[src/rtl/pmem_boot_loader_pkg.sv]
// Shared constants and FSM encoding for the swt16 serial program loader.
// Module parameters default to these values.
package pmem_boot_loader_pkg;

   localparam int DEF_PMEM_ADDR_WIDTH = 12;
   localparam int DEF_PMEM_WORD_WIDTH = 16;
   localparam int DEF_PMEM_NUM_WORDS  = 2048;
   localparam int DEF_PC_INCREMENT    = 2;
   localparam int STATE_WIDTH         = 3;

   typedef enum logic [STATE_WIDTH-1:0] {
      S_CNT_LO  = 3'd0,
      S_CNT_HI  = 3'd1,
      S_DATA_LO = 3'd2,
      S_DATA_HI = 3'd3,
      S_CSUM    = 3'd4,
      S_RUN     = 3'd5,
      S_ERROR   = 3'd6
   } state_e;

endpackage

[src/rtl/pmem_boot_loader.sv]
// Frame parser that loads 16-bit words into PMEM and holds the core in reset
// until a frame with a matching XOR checksum has arrived.
module pmem_boot_loader
   import pmem_boot_loader_pkg::*;
#(
   parameter int PMEM_ADDR_WIDTH = DEF_PMEM_ADDR_WIDTH,
   parameter int PMEM_WORD_WIDTH = DEF_PMEM_WORD_WIDTH,
   parameter int PMEM_NUM_WORDS  = DEF_PMEM_NUM_WORDS,
   parameter int PC_INCREMENT    = DEF_PC_INCREMENT
) (
   input  logic                       clock,
   input  logic                       reset,
   input  logic                       in_byte_valid,
   input  logic [7:0]                 in_byte,
   output logic                       out_byte_ready,
   output logic                       out_pmem_wr_en,
   output logic [PMEM_ADDR_WIDTH-1:0] out_pmem_wr_addr,
   output logic [PMEM_WORD_WIDTH-1:0] out_pmem_wr_word,
   output logic                       out_core_reset,
   output logic                       out_done,
   output logic                       out_error,
   output logic [STATE_WIDTH-1:0]     out_dbg_state
);

   localparam int IDX_WIDTH = $clog2(PMEM_NUM_WORDS) + 1;

   // Handshake: a byte moves on a rising edge when in_byte_valid && out_byte_ready;
   // ready depends on the state register only, never on in_byte_valid.
   state_e                     state_q, state_d;
   logic [15:0]                cnt_q, cnt_d;
   logic [IDX_WIDTH-1:0]       idx_q, idx_d;
   logic [7:0]                 lo_q, lo_d;
   logic [7:0]                 acc_q, acc_d;
   logic                       wr_en_q, wr_en_d;
   logic [PMEM_ADDR_WIDTH-1:0] wr_addr_q, wr_addr_d;
   logic [PMEM_WORD_WIDTH-1:0] wr_word_q, wr_word_d;
   logic                       done_q, done_d;
   logic                       error_q, error_d;
   logic                       core_reset_q, core_reset_d;
   logic                       xfer;

   assign out_byte_ready = (state_q != S_RUN) && (state_q != S_ERROR);
   assign xfer           = in_byte_valid && out_byte_ready;

   always_comb begin
      state_d   = state_q;
      cnt_d     = cnt_q;
      idx_d     = idx_q;
      lo_d      = lo_q;
      acc_d     = acc_q;
      wr_en_d   = 1'b0;
      wr_addr_d = wr_addr_q;
      wr_word_d = wr_word_q;
      if (xfer) begin
         case (state_q)
            S_CNT_LO: begin
               cnt_d   = {8'h00, in_byte};
               state_d = S_CNT_HI;
            end
            S_CNT_HI: begin
               cnt_d = {in_byte, cnt_q[7:0]};
               if (cnt_d == 16'd0)                        state_d = S_CSUM;
               else if (cnt_d > 16'(PMEM_NUM_WORDS))      state_d = S_ERROR;
               else                                       state_d = S_DATA_LO;
            end
            S_DATA_LO: begin
               lo_d    = in_byte;
               acc_d   = acc_q ^ in_byte;
               state_d = S_DATA_HI;
            end
            S_DATA_HI: begin
               acc_d     = acc_q ^ in_byte;
               wr_en_d   = 1'b1;
               wr_word_d = PMEM_WORD_WIDTH'({in_byte, lo_q});
               wr_addr_d = PMEM_ADDR_WIDTH'(idx_q * PC_INCREMENT);
               idx_d     = idx_q + 1'b1;
               state_d   = (16'(idx_d) < cnt_q) ? S_DATA_LO : S_CSUM;
            end
            S_CSUM:  state_d = (in_byte == acc_q) ? S_RUN : S_ERROR;
            default: state_d = state_q;
         endcase
      end
      // Status outputs are registered copies of where the FSM is heading.
      done_d       = (state_d == S_RUN);
      error_d      = (state_d == S_ERROR);
      core_reset_d = (state_d != S_RUN);
   end

   always_ff @(posedge clock) begin
      if (reset) begin
         state_q      <= S_CNT_LO;
         cnt_q        <= '0;
         idx_q        <= '0;
         lo_q         <= '0;
         acc_q        <= '0;
         wr_en_q      <= 1'b0;
         wr_addr_q    <= '0;
         wr_word_q    <= '0;
         done_q       <= 1'b0;
         error_q      <= 1'b0;
         core_reset_q <= 1'b1;
      end else begin
         state_q      <= state_d;
         cnt_q        <= cnt_d;
         idx_q        <= idx_d;
         lo_q         <= lo_d;
         acc_q        <= acc_d;
         wr_en_q      <= wr_en_d;
         wr_addr_q    <= wr_addr_d;
         wr_word_q    <= wr_word_d;
         done_q       <= done_d;
         error_q      <= error_d;
         core_reset_q <= core_reset_d;
      end
   end

   assign out_pmem_wr_en   = wr_en_q;
   assign out_pmem_wr_addr = wr_addr_q;
   assign out_pmem_wr_word = wr_word_q;
   assign out_done         = done_q;
   assign out_error        = error_q;
   assign out_core_reset   = core_reset_q;
   assign out_dbg_state    = state_q;

endmodule

[config.mk]
export PLATFORM = sky130hd
export DESIGN_NAME = pmem_boot_loader
export DESIGN_NICKNAME = d
export VERILOG_FILES = /design/src/rtl/pmem_boot_loader_pkg.sv /design/src/rtl/pmem_boot_loader.sv
export SDC_FILE = /design/constraint.sdc
export NUM_CORES = 1
export LEC_CHECK = 0
export BUFFER_PORTS_ARGS = -buffer_cell sky130_fd_sc_hd__buf_2
export CAP_MARGIN = 15
export CORE_MARGIN = 2
export CORE_UTILIZATION = 36
export CTS_BUF_LIST = sky130_fd_sc_hd__clkbuf_8
export DETAILED_ROUTE_END_ITERATION = 10
export GPL_TIMING_DRIVEN = 0
export PLACE_DENSITY = 0.55
export SYNTH_ARGS = -nofsm -noshare
export SYNTH_HDL_FRONTEND = slang
export SYNTH_SLANG_ARGS = --single-unit
[constraint.sdc]
create_clock -name clock -period 3.1 [get_ports clock]
set_input_delay 0.93 -clock clock [delete_from_list [all_inputs] [get_ports clock]]
set_output_delay 0.93 -clock clock [all_outputs]
set_load 0.01 [all_outputs]
# [Yosys cells after proc, flatten, opt, wreduce, memory -nomap -nowiden]
# Index checks and enable logic that the tools add are counted.
[word_totals] reg_bits=78 input_bits=11 out_inout_bits=36 wordCells=48
[op_classes] addsub=1 order_cmp=2 n_eq_ne=10 n_mux=8 bitwise_logic=3 n_reduce_logical=12
[ops] cell="$pmux W16 S2" n=1
[ops] cell="$gt A16 B12 Y1 const B" n=1
[ops] cell="$logic_not A16 Y1" n=1
[ops] cell="$lt A12 B16 Y1" n=1
[ops] cell="$pmux W3 S5" n=1
[ops] cell="$add A12 B1 Y12 const B" n=1
[ops] cell="$mux W3" n=4
[ops] cell="$eq A3 B3 Y1 const B" n=3
[ops] cell="$ne A3 B3 Y1 const B" n=3
[ops] cell="$eq A8 B8 Y1" n=1
[ops] cell="$reduce_and A2 Y1" n=4
[ops] cell="$xor A8 B8 Y8" n=1
[ops] cell="$eq A3 B2 Y1 const B" n=2
[ops] cell="$reduce_or A2 Y1" n=2
[ops] cell="$eq A3 B1 Y1 const B" n=1
[ops] cell="$logic_not A3 Y1" n=1
[ops] cell="$reduce_and A3 Y1" n=1
[ops] cell="$logic_and A1 B1 Y1" n=2
[ops] cell="$mux W2" n=1
[ops] cell="$not A1 Y1" n=2
[ops] cell="$reduce_bool A2 Y1" n=1
[ops] cell="$mux W1" n=1

# [Longest topological paths before layout]
# Gate-level depths: netlist of the first run.
[logic_depth] ltp_word=6 ltp_mapped=14

# [Worst setup path before layout of the first run]
# No wires, ideal clock.
[synth_timing] kind="register to register" from="register idx_q[2]" to="register done_q (netlist: out_done)" setup_time_ns=0.060 t_arrival_ns=2.812 t_required_ns=3.040 path_slack_ns=0.228 stages_incl_launch_ff=13 n_path_buf=0 synth_period_minus_slack_ns=2.872 path_cell_list="dfxtp_1 -> nand3_1 -> or3_1 -> nor2_2 -> nand3_1 -> xnor2_1 -> ha_1 -> and4_1 -> nand2_1 -> a2111oi_2 -> a211oi_2 -> a31oi_2 -> and3_1"
[synth_via] elab_chain_len=6
[synth_rtl] element="start, declared" line_no="pmem_boot_loader.sv:31" source="logic [IDX_WIDTH-1:0] idx_q, idx_d;"
[synth_rtl] element="start signal, assigned" line_no="pmem_boot_loader.sv:105" source="idx_q <= idx_d;"
[synth_rtl] element="$add A12 B1 Y12" line_no="pmem_boot_loader.sv:76" source="idx_d = idx_q + 1'b1;"
[synth_rtl] element="$lt A12 B16 Y1" line_no="pmem_boot_loader.sv:77" source="state_d = (16'(idx_d) < cnt_q) ? S_DATA_LO : S_CSUM;"
[synth_rtl] element="$mux W3" line_no="pmem_boot_loader.sv:77"
[synth_rtl] element="$pmux W3 S5" line_no="pmem_boot_loader.sv:55" source="case (state_q)"
[synth_rtl] element="$mux W3" line_no="pmem_boot_loader.sv:54" source="if (xfer) begin"
[synth_rtl] element="$eq A3 B3 Y1" line_no="pmem_boot_loader.sv:84" source="done_d = (state_d == S_RUN);"
[synth_rtl] element="end signal, assigned" line_no="pmem_boot_loader.sv:111" source="done_q <= done_d;"
[synth_rtl] element="end, declared" line_no="pmem_boot_loader.sv:37" source="logic done_q, done_d;"
# Every way passes these cells.
# A chain may end at the register's enable or synchronous reset.

# [Worst setup path after layout of the first run]
[layout_timing] from="register idx_q[6]" to="register done_q (netlist: out_done)"
# The elaborated chain is that of the path after synthesis.

==> results of run 1 <==
==> sequential cells by signal, indices dropped and copies added (netlist names), 3 cells and up <==
name and flops:
out_dbg_state 3, out_pmem_wr_addr 11, idx_q 12, acc_q 8, out_pmem_wr_word 16, lo_q 8, cnt_q 16
==> Yosys cell counts (all sizes together) (2+ instances only) <==
master	n	area, um^2
nor2	36	140
ha	12	150
or3	5	31.3
nor3	5	30.0
nor4	3	33.8
and3	3	18.8
a31oi	2	18.8
a22oi	8	60.1
buf	12	70.1
clkbuf	20	75.1
a21oi	52	260
nand2	112	420
nand4	6	37.5
dfxtp	78	1560
o21ai	6	30.0
nor4bb	2	20.0
xnor2	14	123
nand3	9	45.0
xor2	22	193
inv	13	48.8
a2111oi	2	23.8
==> cells by family after synthesis <==
family	Yosys count	synth area share [%]
AO/OA/AOI/OAI	75	12.7
buffers and inverters	45	5.55
other	1	0.107
flip-flops	78	44.7
AND/OR/NAND/NOR	187	23.7
XOR/XNOR	36	9.02
adder cells (fa/ha/maj)	12	4.29
==> layer usage <==
layer,track usage [%],part of all wire [%],up-vias
met5,0,0,-
met3,3.46,3.8,13
met2,29.3,47,61
met4,6.97,1.7,0
li1,-,-,1531
met1,22.6,47,1423
==> worst reg2reg max path: cells and delay by family, from the launching register on <==
kind	cells	cell delay, ns
simple gates	7	1.30
compound gates	3	0.56
flops	1	0.44
fa+ha+maj	1	0.28
xor+xnor	1	0.19
==> timing repair <==
item | CTS | global route
gates resized for setup | 9 | 5
pin swaps | 1 | 6
gates cloned | 0 | 0
setup endpoints to repair | 5 | 5
==> worst max path at each step <==
stage	cells past startpoint	slack (ns)	from	to
6_report	12	0.21	idx_q[6]	out_done
5_1_grt	13	0.04	idx_q[0]	out_done
4_1_cts	13	0.03	idx_q[0]	out_done
3_5_place_dp	12	-0.19	idx_q[2]	out_done
3_3_place_gp	12	-0.20	idx_q[2]	out_done
2_1_floorplan	12	0.23	idx_q[2]	out_done
==> area by class of cell <==
class                      count  area, um^2
inverter                      13        48.8
clock inverter                 7         103
sequential                    78        1570
clock buffer                   9         124
buffer                        32         145
multi-input combinational    311        1780
tap                          129         161
fill                         951        5200
timing repair buffer          38         190
==> per-stage QoR <==
stage                     hold slack (ns)  utilization, %
final                               0.457            44.2
after CTS                           0.460            44.1
after global routing                0.478            44.2
after floorplan                     0.432               -
after detailed placement            0.445            41.2
after global placement              0.441            41.2
==> power by group through the flow <==
stage	Combinational [mW]	Sequential [mW]	Clock (mW)
final	0.276	1.06	0.875
after global routing	0.309	1.07	0.937
after CTS	0.279	1.06	0.896
after detailed placement	0.267	1.09	0
after global placement	0.267	1.09	0
after floorplan	0.193	1.09	0
==> run summary, run 1 <==
Status - complete, no violations
CP Capture Type - register
Post-DR vias/cell - 4.91
Fin. Hold Viols - 0
Switching Fraction - 27.7%
Synth-to-Final Area Change - 18.0%
Synth Register Bits - 78
Power density over the cells - 537 nW/um^2
Share of layout cells above drive strength 1 - 17.4%
Share of total power in combinational logic - 12.5%
Worst-Margin Slew - 0.833 ns
Worst hold start - out_pmem_wr_addr[7]
DRC errors left - 0
TritonCTS buffer count - 9
Hold Buf Count CTS - 0
Die area - 10500 um^2
Mapped Area - 3500 um^2
Number of global-route vias before repair - 2952
Wirelength, routed - 8490 um
Int Pwr - 1.60 mW
VDD IR max - 0.260 mV
DRT antenna net count - 0
Post-synth EDFFs - 0
FF-to-FF path depth - 12
Final period util - 93.1%
Crit Path Category - reg -> reg
CTS tree - built
RSZ-0062 raised after global routing - no
Buf/Inv on CP - 0
Syn Area/Cell - 8.05 um^2
Reg2reg start - idx_q[6]
Yosys warns - 0
Psw - 0.613 mW
Hold Path Stages - 2
Most common cell after layout, fill and taps aside - nand2_1
Initial antenna violation count - 0
Worst-path maximum fanout - 5
Post-CTS Setup Repair Bufs - 0
CTS root buffer - clkbuf_8
Hpwl dp - 6070 um
Setup violations, final - 0
Placed cells - 601
Post-synthesis cell count - 434
Pin count of the biggest net entering global routing - 16
Final Wtd Congestion - 0.803
Worst path cell trace - nand2_1 -> or3_4 -> nor2_4 -> nand3_1 -> xnor2_1 -> ha_1 -> and4_1 -> nand2_2 -> a31oi_1 -> a211oi_2 -> a31oi_2 -> and3_1
WP data arrival - 3.13 ns
Die X - 103 um
Pins over their slew limit - 0
Setup_tns - 0 ns
Tot GR Track Use - 17.6%
Skew final - 0.0120 ns
CP startpoint kind - register
Clock Path Buffers - 2
Register area share after synthesis - 44.7%
Top_reg_cell synth - dfxtp_1
Max-Cap Viols - 0
Chip height - 103 um
Critical Path Max Stage Delay - 0.44 ns
Most frequent cells in the layout - nand2_1, dfxtp_1, a21oi_1
Fin area - 4130 um^2
PortBufs - 38
Slowest-stage cell, CP - dfxtp_1
Clk_lat worst skew - 0.36 ns
Final min period - 2.89 ns
Pre-CTS WS - -0.186 ns
Max_slew headroom - 43.0%
Syn Nets - 457
Clock transition at path regs - 0.09 ns
Starting Density - 37.5%
Grt total ovfl - 0
Reg2reg setup slack - 0.21 ns
Setup slack after layout - 0.214 ns
DR WL/cell - 13.8 um
Cell Rows - 35
Reg-to-reg endpoint - out_done
Share of power burned in registers - 48.0%
Total core area - 9330 um^2
Finished Layout Cells - 617
Clock power share - 39.5%
Vias - 3028
Global-route wire length before repair - 14300 um
Min-Delay Path Class - reg -> reg
CTS sink count - 78
Pleak - 1.58 nW
Worst Hold Endpoint - out_pmem_wr_addr[7]
Synth cell types - 41
Initial DRT Pass Iterations - 5
Top delay family on crit path - simple AND/OR/NAND/NOR gates
I/O pin count - 47
CP Data Required Time - 3.35 ns
Placed Area - 3850 um^2
H-tree levels - 3
Diode count - 0
F_max - 0.346 GHz
Post-synth ARST share - 0%
Net count, final - 506
Starting DRT DRC Count - 141
Power, Total - 2.21 mW
Note: power is estimated with default switching activity, not from simulation.
==> run 2, diff against run 1 <==
--- a/config.mk
+++ b/config.mk
@@ -5,14 +5,15 @@
 export SDC_FILE = /design/constraint.sdc
 export NUM_CORES = 1
 export LEC_CHECK = 0
-export BUFFER_PORTS_ARGS = -buffer_cell sky130_fd_sc_hd__buf_2
 export CAP_MARGIN = 15
 export CORE_MARGIN = 2
 export CORE_UTILIZATION = 36
 export CTS_BUF_LIST = sky130_fd_sc_hd__clkbuf_8
+export CTS_CLUSTER_SIZE = 8
 export DETAILED_ROUTE_END_ITERATION = 10
+export DONT_BUFFER_PORTS = 1
 export GPL_TIMING_DRIVEN = 0
-export PLACE_DENSITY = 0.55
+export PLACE_DENSITY = 0.51
 export SYNTH_ARGS = -nofsm -noshare
 export SYNTH_HDL_FRONTEND = slang
 export SYNTH_SLANG_ARGS = --single-unit
==> run summary, run 2 (synthesis gave the netlist of run 1 again) <==
Net count, final - 468
Reg-to-reg endpoint - out_done
H-tree levels - 3
Status - complete, no violations
Max-Cap Viols - 0
Grt total ovfl - 0
Final min period - 2.90 ns
Hpwl dp - 6140 um
Tot GR Track Use - 17.1%
Worst-Margin Slew - 0.932 ns
Buf/Inv on CP - 0
F_max - 0.345 GHz
Pleak - 1.37 nW
Starting DRT DRC Count - 140
Slowest-stage cell, CP - dfxtp_4
Global-route wire length before repair - 13800 um
CP Data Required Time - 3.34 ns
Hold Path Stages - 2
Crit Path Category - reg -> reg
VDD IR max - 0.235 mV
Reg2reg start - idx_q[2]
Post-CTS Setup Repair Bufs - 0
WP data arrival - 3.14 ns
Setup slack after layout - 0.205 ns
Final period util - 93.4%
CP startpoint kind - register
DR WL/cell - 14.7 um
Filler cells - 963
I/O pin count - 47
Die X - 103 um
Cell Rows - 35
Initial antenna violation count - 0
Synth-to-Final Area Change - 12.1%
DRC errors left - 0
Power, Total - 2.12 mW
Clock transition at path regs - 0.09 ns
Multi-input gate area - 1790 um^2
Pre-CTS WS - -0.248 ns
Initial DRT Pass Iterations - 4
Hold Buf Count CTS - 0
CP Capture Type - register
Share of layout cells above drive strength 1 - 11.1%
Diode count - 0
Pin count of the biggest net entering global routing - 16
Wirelength, routed - 8540 um
Worst hold start - lo_q[4]
CTS tree - built
CTS sink count - 78
FF-to-FF path depth - 12
Starting Density - 37.5%
Fin. Hold Viols - 0
Clk_lat worst skew - 0.36 ns
Critical Path Max Stage Delay - 0.39 ns
RSZ-0062 raised after global routing - no
Vias - 2868
PortBufs - 0
Pins over their slew limit - 0
Top delay family on crit path - simple AND/OR/NAND/NOR gates
CTS root buffer - clkbuf_8
Post-DR vias/cell - 4.95
Final Wtd Congestion - 0.819
Worst path cell trace - nand3_2 -> or3_4 -> nor2_4 -> nand3_1 -> xnor2_1 -> ha_1 -> and4_1 -> nand2_2 -> a31oi_1 -> a211oi_2 -> a31oi_2 -> and3_1
DRT antenna net count - 0
Chip height - 103 um
Min-Delay Path Class - reg -> reg
Reg2reg setup slack - 0.20 ns
Most frequent cells in the layout - nand2_1, dfxtp_1, a21oi_1
TritonCTS buffer count - 9
Number of global-route vias before repair - 2784
Clock Path Buffers - 2
Worst-path maximum fanout - 5
Skew final - 0.0134 ns
Register area - 1570 um^2
Die area - 10500 um^2
Worst Hold Endpoint - out_pmem_wr_word[4]
Power density over the cells - 540 nW/um^2
Setup violations, final - 0
Max_slew headroom - 36.2%
Most common cell after layout, fill and taps aside - nand2_1
Total core area - 9330 um^2
[run 2: how the worst max path moves through the flow]
stage	from	endpoint	slack (ns)	depth (start not counted)
after floorplan	idx_q[2]	out_done	0.23	12
after global placement	idx_q[2]	out_done	-0.23	12
after detailed placement	idx_q[2]	out_done	-0.25	12
after CTS	idx_q[1]	out_done	0.002	12
after global routing	idx_q[0]	out_done	0.04	12
final	idx_q[2]	out_done	0.20	12
[run 2: through the flow]
stage | hold WS [ns] | TNS [ns] | instance area (um^2) | cells | util, %
2_1_floorplan | 0.432 | 0 | 3500 | 434 | -
3_3_place_gp | 0.444 | -0.806 | 3660 | 563 | 39.2
3_5_place_dp | 0.451 | -0.915 | 3660 | 563 | 39.2
4_1_cts | 0.453 | 0 | 3900 | 579 | 41.8
5_1_grt | 0.462 | 0 | 3920 | 579 | 42.0
6_report | 0.451 | 0 | 3920 | 579 | 42.0
[run 2: worst register-to-register path, delay by kind of cell (launching register included)]
family | cells | cell delay, ns
xor+xnor | 1 | 0.16
fa+ha+maj | 1 | 0.30
flops | 1 | 0.39
compound gates | 3 | 0.60
simple gates | 7 | 1.34
[run 2: cell type report]
| type | instances | area share (%) |
|---|---|---|
| buffer | 32 | 3.70 |
| multi-input combinational | 311 | 45.6 |
| clock buffer | 9 | 3.16 |
| sequential | 78 | 40.1 |
| tap | 129 | 4.12 |
| inverter | 13 | 1.25 |
| clock inverter | 7 | 2.04 |
[run 2: layer usage]
metal  global-route usage, %  vias up  part of all wire, %
met5                       0        -                    0
met3                    4.81       12                  4.9
met1                    21.7     1341                   47
met4                    6.26        0                  1.6
met2                    27.9       68                   47
li1                        -     1447                    -
[run 2: power breakdown]
part | total [mW] | switching, mW | internal [mW]
Sequential | 1.07 | 0.0336 | 1.04
Combinational | 0.257 | 0.164 | 0.0927
Clock | 0.789 | 0.407 | 0.382
[run 2: what timing repair did]
item | in CTS | in global routing
pin swaps | 2 | 5
setup endpoints to repair | 5 | 4
resized for setup | 9 | 9
endpoints found under the hold margin | 0 | 0
